===== config.mk =====
export PLATFORM = sky130hd
export DESIGN_NAME = pipeline_control_unit
export DESIGN_NICKNAME = d
export VERILOG_FILES = /design/src/rtl/pipeline_control_unit.sv
export SDC_FILE = /design/constraint.sdc
export NUM_CORES = 1
export LEC_CHECK = 0
export BUFFER_PORTS_ARGS = -buffer_cell sky130_fd_sc_hd__buf_2
export CORE_MARGIN = 2
export CORE_UTILIZATION = 45
export CTS_BUF_LIST = sky130_fd_sc_hd__clkbuf_16
export CTS_CLUSTER_SIZE = 28
export DETAILED_ROUTE_END_ITERATION = 8
export MAX_ROUTING_LAYER = met4
export PLACE_DENSITY = 0.79
export SLEW_MARGIN = 40
export SYNTH_ARGS = -nofsm -noshare
export SYNTH_HDL_FRONTEND = slang
export SYNTH_SLANG_ARGS = --single-unit
export TNS_END_PERCENT = 10

===== constraint.sdc =====
create_clock -name clk -period 1.41 [get_ports clk]
set_clock_uncertainty 0.15 [all_clocks]
set_input_delay 0.0705 -clock clk [delete_from_list [all_inputs] [get_ports clk]]
set_output_delay 0.0705 -clock clk [all_outputs]
set_load 0.01 [all_outputs]

===== src/rtl/pipeline_control_unit.sv =====
// rtl/pipeline_control_unit.sv - decode, pipelined control bundle, hazard and forwarding control
module pipeline_control_unit #(
  parameter int OPCODEWIDTH  = 4,
  parameter int REGADDRWIDTH = 4,
  parameter int ALUCTRLWIDTH = 3
) (
  input  logic                    clk,
  input  logic                    reset,
  input  logic [OPCODEWIDTH-1:0]  opcodeD,
  input  logic [REGADDRWIDTH-1:0] rs1D,
  input  logic [REGADDRWIDTH-1:0] rs2D,
  input  logic [REGADDRWIDTH-1:0] rdD,
  input  logic                    branchTakenE,
  output logic                    stallF,
  output logic                    stallD,
  output logic                    flushD,
  output logic [1:0]              forwardAE,
  output logic [1:0]              forwardBE,
  output logic [ALUCTRLWIDTH-1:0] aluControlE,
  output logic                    data2SelectorE,
  output logic                    obtainPCAsR1E,
  output logic                    writeDataEnableM,
  output logic                    outFlagM,
  output logic                    writeEnableW,
  output logic                    resultSelectorW,
  output logic [REGADDRWIDTH-1:0] rdM,
  output logic [REGADDRWIDTH-1:0] rdW
);

  // Full control bundle as produced by decode and held in E.
  typedef struct packed {
    logic       we;
    logic       d2sel;
    logic [2:0] alu;
    logic       wde;
    logic       rsel;
    logic       outf;
    logic       pcr1;
  } ctrl_e_t;

  // Fields still needed once an instruction has left E.
  typedef struct packed {
    logic we;
    logic rsel;
    logic wde;
    logic outf;
  } ctrl_m_t;

  typedef struct packed {
    logic we;
    logic rsel;
  } ctrl_w_t;

  localparam logic [1:0] FWD_REGFILE = 2'b00;
  localparam logic [1:0] FWD_WB      = 2'b01;
  localparam logic [1:0] FWD_MEM     = 2'b10;

  ctrl_e_t                 ctrl_dec;

  ctrl_e_t                 ctrl_e_q, ctrl_e_d;
  logic [REGADDRWIDTH-1:0] rd_e_q, rd_e_d;
  logic [REGADDRWIDTH-1:0] rs1_e_q, rs1_e_d;
  logic [REGADDRWIDTH-1:0] rs2_e_q, rs2_e_d;
  logic                    valid_e_q, valid_e_d;

  ctrl_m_t                 ctrl_m_q, ctrl_m_d;
  logic [REGADDRWIDTH-1:0] rd_m_q, rd_m_d;
  logic                    valid_m_q, valid_m_d;

  ctrl_w_t                 ctrl_w_q, ctrl_w_d;
  logic [REGADDRWIDTH-1:0] rd_w_q, rd_w_d;
  logic                    valid_w_q, valid_w_d;

  logic                    lw_stall;
  logic                    bubble_e;

  // Decode the D-stage opcode; any nonzero bit above the low nibble means NOP.
  always_comb begin
    ctrl_dec = '0;
    if ((opcodeD >> 4) == '0) begin
      case (opcodeD[3:0])
        4'b0000: ctrl_dec.alu = 3'b000;
        4'b0001: begin
          ctrl_dec.wde = 1'b1;
          ctrl_dec.alu = 3'b110;
        end
        4'b0010: begin
          ctrl_dec.we    = 1'b1;
          ctrl_dec.d2sel = 1'b1;
          ctrl_dec.alu   = 3'b111;
        end
        4'b0011: begin
          ctrl_dec.we  = 1'b1;
          ctrl_dec.alu = 3'b110;
        end
        4'b0100: begin
          ctrl_dec.outf = 1'b1;
          ctrl_dec.alu  = 3'b110;
        end
        4'b0101: begin
          ctrl_dec.we  = 1'b1;
          ctrl_dec.alu = 3'b000;
        end
        4'b0110: begin
          ctrl_dec.we  = 1'b1;
          ctrl_dec.alu = 3'b001;
        end
        4'b0111: begin
          ctrl_dec.we   = 1'b1;
          ctrl_dec.rsel = 1'b1;
          ctrl_dec.alu  = 3'b110;
        end
        4'b1000: begin
          ctrl_dec.we  = 1'b1;
          ctrl_dec.alu = 3'b010;
        end
        4'b1001: begin
          ctrl_dec.we  = 1'b1;
          ctrl_dec.alu = 3'b101;
        end
        4'b1010: ctrl_dec.alu = 3'b001;
        default: begin
          ctrl_dec.pcr1  = 1'b1;
          ctrl_dec.d2sel = 1'b1;
          ctrl_dec.alu   = 3'b000;
        end
      endcase
    end
  end

  // Load in E whose destination matches either D source; rs2 compared even if unused.
  always_comb begin
    lw_stall = valid_e_q & ctrl_e_q.rsel & ((rd_e_q == rs1D) | (rd_e_q == rs2D));
    bubble_e = branchTakenE | lw_stall;
    flushD   = branchTakenE & ~reset;
    stallF   = lw_stall & ~branchTakenE & ~reset;
    stallD   = lw_stall & ~branchTakenE & ~reset;
  end

  // Next-state for the E/M/WB pipeline registers; E takes a bubble on flush or stall.
  always_comb begin
    ctrl_e_d  = ctrl_dec;
    rd_e_d    = rdD;
    rs1_e_d   = rs1D;
    rs2_e_d   = rs2D;
    valid_e_d = 1'b1;
    if (bubble_e) begin
      ctrl_e_d  = '0;
      rd_e_d    = '0;
      rs1_e_d   = '0;
      rs2_e_d   = '0;
      valid_e_d = 1'b0;
    end

    ctrl_m_d.we   = ctrl_e_q.we;
    ctrl_m_d.rsel = ctrl_e_q.rsel;
    ctrl_m_d.wde  = ctrl_e_q.wde;
    ctrl_m_d.outf = ctrl_e_q.outf;
    rd_m_d        = rd_e_q;
    valid_m_d     = valid_e_q;

    ctrl_w_d.we   = ctrl_m_q.we;
    ctrl_w_d.rsel = ctrl_m_q.rsel;
    rd_w_d        = rd_m_q;
    valid_w_d     = valid_m_q;
  end

  // Pipeline registers; reset discards every in-flight instruction.
  always_ff @(posedge clk or posedge reset) begin
    if (reset) begin
      ctrl_e_q  <= '0;
      rd_e_q    <= '0;
      rs1_e_q   <= '0;
      rs2_e_q   <= '0;
      valid_e_q <= 1'b0;
      ctrl_m_q  <= '0;
      rd_m_q    <= '0;
      valid_m_q <= 1'b0;
      ctrl_w_q  <= '0;
      rd_w_q    <= '0;
      valid_w_q <= 1'b0;
    end else begin
      ctrl_e_q  <= ctrl_e_d;
      rd_e_q    <= rd_e_d;
      rs1_e_q   <= rs1_e_d;
      rs2_e_q   <= rs2_e_d;
      valid_e_q <= valid_e_d;
      ctrl_m_q  <= ctrl_m_d;
      rd_m_q    <= rd_m_d;
      valid_m_q <= valid_m_d;
      ctrl_w_q  <= ctrl_w_d;
      rd_w_q    <= rd_w_d;
      valid_w_q <= valid_w_d;
    end
  end

  // E operand forwarding: M ALU result beats WB result; register 0 is ordinary.
  always_comb begin
    forwardAE = FWD_REGFILE;
    forwardBE = FWD_REGFILE;
    if (ctrl_m_q.we & valid_m_q & (rs1_e_q == rd_m_q)) begin
      forwardAE = FWD_MEM;
    end else if (ctrl_w_q.we & valid_w_q & (rs1_e_q == rd_w_q)) begin
      forwardAE = FWD_WB;
    end
    if (ctrl_m_q.we & valid_m_q & (rs2_e_q == rd_m_q)) begin
      forwardBE = FWD_MEM;
    end else if (ctrl_w_q.we & valid_w_q & (rs2_e_q == rd_w_q)) begin
      forwardBE = FWD_WB;
    end
  end

  // Per-stage control outputs straight from the stage registers.
  always_comb begin
    aluControlE      = ALUCTRLWIDTH'(ctrl_e_q.alu);
    data2SelectorE   = ctrl_e_q.d2sel;
    obtainPCAsR1E    = ctrl_e_q.pcr1;
    writeDataEnableM = ctrl_m_q.wde;
    outFlagM         = ctrl_m_q.outf;
    rdM              = rd_m_q;
    writeEnableW     = ctrl_w_q.we;
    resultSelectorW  = ctrl_w_q.rsel;
    rdW              = rd_w_q;
  end

endmodule


== Word-level counts from Yosys, hierarchy flattened ==
Cells that the tools add are included.
Word-level totals
  bits of input ports: 19
  output and inout bits: 24
  register bits: 38
Cells by class
  eq/ne operators: 16
  bitwise logic cells: 15
  reductions and logical operators: 6
  muxes and demuxes: 16
Operator list (count)
  $eq 4x4->1: 6
  $eq 4x3->1 const B: 4
  $pmux 3 s5: 1
  $eq 4x4->1 const B: 3
  $mux 4: 3
  $and 1x1->1: 11
  $reduce_or 11->1: 1
  $reduce_or 10->1: 1
  $mux 1: 9
  $mux 9: 1
  $eq 4x2->1 const B: 2
  $reduce_or 7->1: 1
  $eq 4x1->1 const B: 1
  $logic_not 4->1: 1
  $mux 2: 2
  $reduce_or 4->1: 1
  $not 1->1: 2
  $or 1x1->1: 2
  $reduce_or 2->1: 1

== Logic depth before layout (Yosys ltp) ==
  word-level depth: 5
  depth in mapped cells: 5
  gate-level depth less buffers: 4

== Worst setup path before layout ==
OpenSTA, ideal clock, no wires.
  path type: register -> output
  start point: register rd_e_q[1]
  end point: output port stallF
  data arrival time: 1368 ps
  stages on the path, launching flop included: 6
  required time: 1190 ps
  setup slack: -179 ps
  path buffers: 1
  cell sequence: dfrtp_1 -> xnor2_1 -> nand4_1 -> a21oi_2 -> nor3b_2 -> buf_4
On the way
  cells in the longest elaborated chain, start to end: 5
  elaborated cells on any way between the ends: 6
  those cells by class: 2 x eq/ne; 4 x bitwise
RTL lines
  start: declaration: line 61  | logic [REGADDRWIDTH-1:0] rd_e_q, rd_e_d;
  start signal: assignment: line 184  | rd_e_q <= rd_e_d;
  $eq 4x4->1: line 133  | lw_stall = valid_e_q & ctrl_e_q.rsel & ((rd_e_q == rs1D) | (rd_e_q == rs2D));
  $or 1x1->1 *: line 133
  $and 1x1->1 *: line 133
  $and 1x1->1 * (2 in series)
  end: declaration: line 14  | output logic stallF,
Mark *: on every way between the ends. The rest lies on a longest branch, timed or not.

== Final worst setup path ==
  start point: register rd_e_q[0]
  end point: output port stallD
On the way
  cells in the longest elaborated chain, start to end: 5
  elaborated cells on any way between the ends: 6
  those cells by class: 2 x eq/ne; 4 x bitwise
RTL lines
  $eq 4x4->1: line 133
  $or 1x1->1 *: line 133
  $and 1x1->1 *: line 133
  $and 1x1->1 * (2 in series): line 137  | stallD = lw_stall & ~branchTakenE & ~reset;
  end: declaration: line 15  | output logic stallD,
Marks and branches as above.

==> out/summary.txt <==
chip height: 64.74 um
Slew @ Worst Pin: 0.5335 ns
total grt overflow: 0
crit end category: output pin
Max Freq: 559.4 MHz
CTS root buf: clkbuf_16
Tightest Hold Check Type: in -> reg
crit path kind: reg -> out
hpwl dp: 2081 um
leakage: 0.001052 uW
Cell Rows: 22
crit path DAT: 1.57 ns
port bufs: 42
CTS Buffer Depth: 2
Residual DRC: 0
crit-path cells: xnor2_1, nand4_1, a21oi_2, nor3b_4, buf_2
Antenna Cells: 0
antenna-violating nets left: 0
share of post-route cells with drive strength above 1: 34.54%
Nets: 212
Net Sw Frac: 22.71%
Top delay family on crit path: flip-flops
number of buffers created by CTS: 5
power share of the combinational group: 11.9%
leading area contributor after synthesis: dfrtp_1
#FFs+latches synth: 38
final WL: 3226 um
Tcrit/Tclk final: 126.8%
Synth top area share: 57.27%
CTS tree: built
failing checks: setup timing
DRT iter0 DRCs: 14
R2R Setup Slk: -0.24 ns
Distinct cells, synth: 35
clock power share: 40.7%
Critical-path top delay cell: dfrtp_1
Max Slew Vio Count: 0
Synth Net Count: 153
Layout Utilization: 62.28%
Sink Count: 38
Max-cap violations: 0
Skew-Pair Late Insertion Delay: 0.27 ns
die width: 64.74 um
vias in the first global route: 1,082
Clock transition at path regs: 0.05 ns
CTS H-tree lvls: 2
final instance area: 0.002246 mm2
RSZ-0062 raised after global routing: yes
sequential share of the synthesized area: 57.27%
via count: 1,172
Synth Area per Inst: 12.39 um2
GR Util met3: 5.382%
GP Congestion: 0.8513
Final Hold Viols: 0
GRT Total Usage: 17.17%
Initial Util: 46.04%
# setup viols final: 28
initial antenna violation count: 0
Worst setup SP type: flip-flop
PwrDens: 1112 mW/mm2
die area: 0.004191 mm2
worst-path maximum fanout: 3
placed cell area: 0.001869 mm2
first drt pass iteration count: 4
met2 usage: 28.09%
Max-slew headroom: 64.43%
Internal Power: 1931 uW
sw power: 567.2 uW
Core Box Area: 0.003606 mm2
met1 Use GR: 19.54%
largest net degree at the start of global routing: 39
yosys warns: 0
final total power: 2498 uW
first-pass GRT wire length: 5106 um
Netlist Area Pre-Place: 0.001660 mm2
Period minus WS final: 1.788 ns
Worst Path Required: 1.19 ns
max incr delay on CP: 0.40 ns
wire per inst: 13.33 um
Setup WS post-layout: -0.3776 ns
leading post-synthesis cells by cell area: dfrtp_1 (57%), xnor2_1 (9.0%), nor3b_1 (5.9%)
VDD IR max: 0.6919 mV
Layout area overhead: 35.27%
vias per cell: 4.843
Reg power frac: 47.4%
CP bufs+invs: 1
I/O pins: 43
Mapped Cells: 134
GRT busiest layer: met2
Setup TNS: -6.131 ns
status: complete, but fails checks
-- cell type report --
| class | count | area, um2 |
|---|---|---|
| Multi-Input combinational cell | 82 | 650.6 |
| Sequential cell | 38 | 952.2 |
| Clock inverter | 3 | 12.51 |
| Clock buffer | 5 | 125.1 |
| Timing Repair Buffer | 64 | 437.9 |
| Fill cell | 292 | 1360 |
| Inverter | 2 | 7.507 |
| Tap cell | 48 | 60.06 |
-- through the flow --
step                      worst slack [ns]  cells  hold slack [ns]
after global placement            -0.08199    215          0.08712
after detailed placement           -0.1649    215          0.09542
after global routing               -0.4658    242          0.05004
after CTS                          -0.4280    240         -0.08256
after floorplan                    -0.1322    134         -0.01288
final                              -0.3776    242          0.02436
-- cell usage in the layout (no fill, tap or decap), drive strengths merged --
cell,n
and2,1
o21ai,1
dlygate4sd3,17
nand2,4
nor3b,14
nor2,4
o21a,1
nor2b,2
dfrtp,38
a31oi,1
xnor2,17
a21oi,3
or2b,1
nand3,5
nand3b,1
a21o,1
clkbuf,5
inv,3
xor2,8
nor4b,2
clkinv,2
a211oi,2
buf,47
nor3,4
nor4,7
or3,1
nand4,2
-- cells by family after synthesis --
kind of cell    count (synthesis)  synth area share (%)
compound gates                  9                 3.919
xor+xnor                       25                 13.19
buf+inv                        14                 5.877
flops                          38                 57.27
simple gates                   48                 19.74
-- state kept, by name, summed over array words and instances (netlist names) --
register	count
aluControlE	3
ctrl_e_q	4
ctrl_m_q	2
data2SelectorE	1
obtainPCAsR1E	1
outFlagM	1
rdM	4
rdW	4
rd_e_q	4
resultSelectorW	1
rs1_e_q	4
rs2_e_q	4
valid_e_q	1
valid_m_q	1
valid_w_q	1
writeDataEnableM	1
writeEnableW	1
-- path summary, 6_finish.rpt --
kind | cells past startpoint | from | end
max reg2reg | 7 | rd_e_q[3] | obtainPCAsR1E
min | 3 | opcodeD[1] | ctrl_e_q[2]
max | 5 | rd_e_q[0] | stallD
max in group asynchronous | 4 | reset | rdM[0]
min reg2reg | 0 | ctrl_e_q[1] | outFlagM
min in group asynchronous | 4 | reset | rd_e_q[2]
-- cells in the mapped netlist (all sizes together) --
cell,instances
a211oi,2
dfrtp,38
and2,1
or2b,1
nor3b,14
nor2b,2
xor2,8
clkbuf,1
o21a,1
nor2,4
a21oi,3
inv,2
nor3,4
o21ai,1
a21o,1
nor4,7
nand3,5
xnor2,17
nand3b,1
or3,1
a31oi,1
buf,11
nand2,4
nand4,2
nor4b,2
-- what timing repair did --
item                       in CTS  in global routing
resized for setup               4                  7
hold endpoints to repair       54                  1
hold buffers                   16                  1
setup buffers                   1                  1
setup endpoints to repair      28                 28
pin swaps                       5                  4
-- routing by layer --
metal  share of wire, %  wire [um]  vias to the layer above
met5                  0          0                        -
met4                1.7         54                        0
met3                4.8        154                        5
met2                 52       1681                       32
met1                 41       1335                      559
li1                   -          -                      576
-- worst register-to-register path, stage by stage (launching register included) --
cell and delay (ns):
dfrtp_1 0.42, xnor2_1 0.14, nand4_1 0.11, a21oi_2 0.08
buf_4 0.13, buf_6 0.11, buf_12 0.14, nor4b_1 0.26
-- power by group through the flow --
stage	combinational (uW)	clock [uW]	sequential [uW]
2_1_floorplan	167	0	1200
3_3_place_gp	245	0	1200
3_5_place_dp	252	0	1200
4_1_cts	289	1050	1180
5_1_grt	326	1100	1190
6_report	297	1020	1180
(Power assumes the default switching activity.)
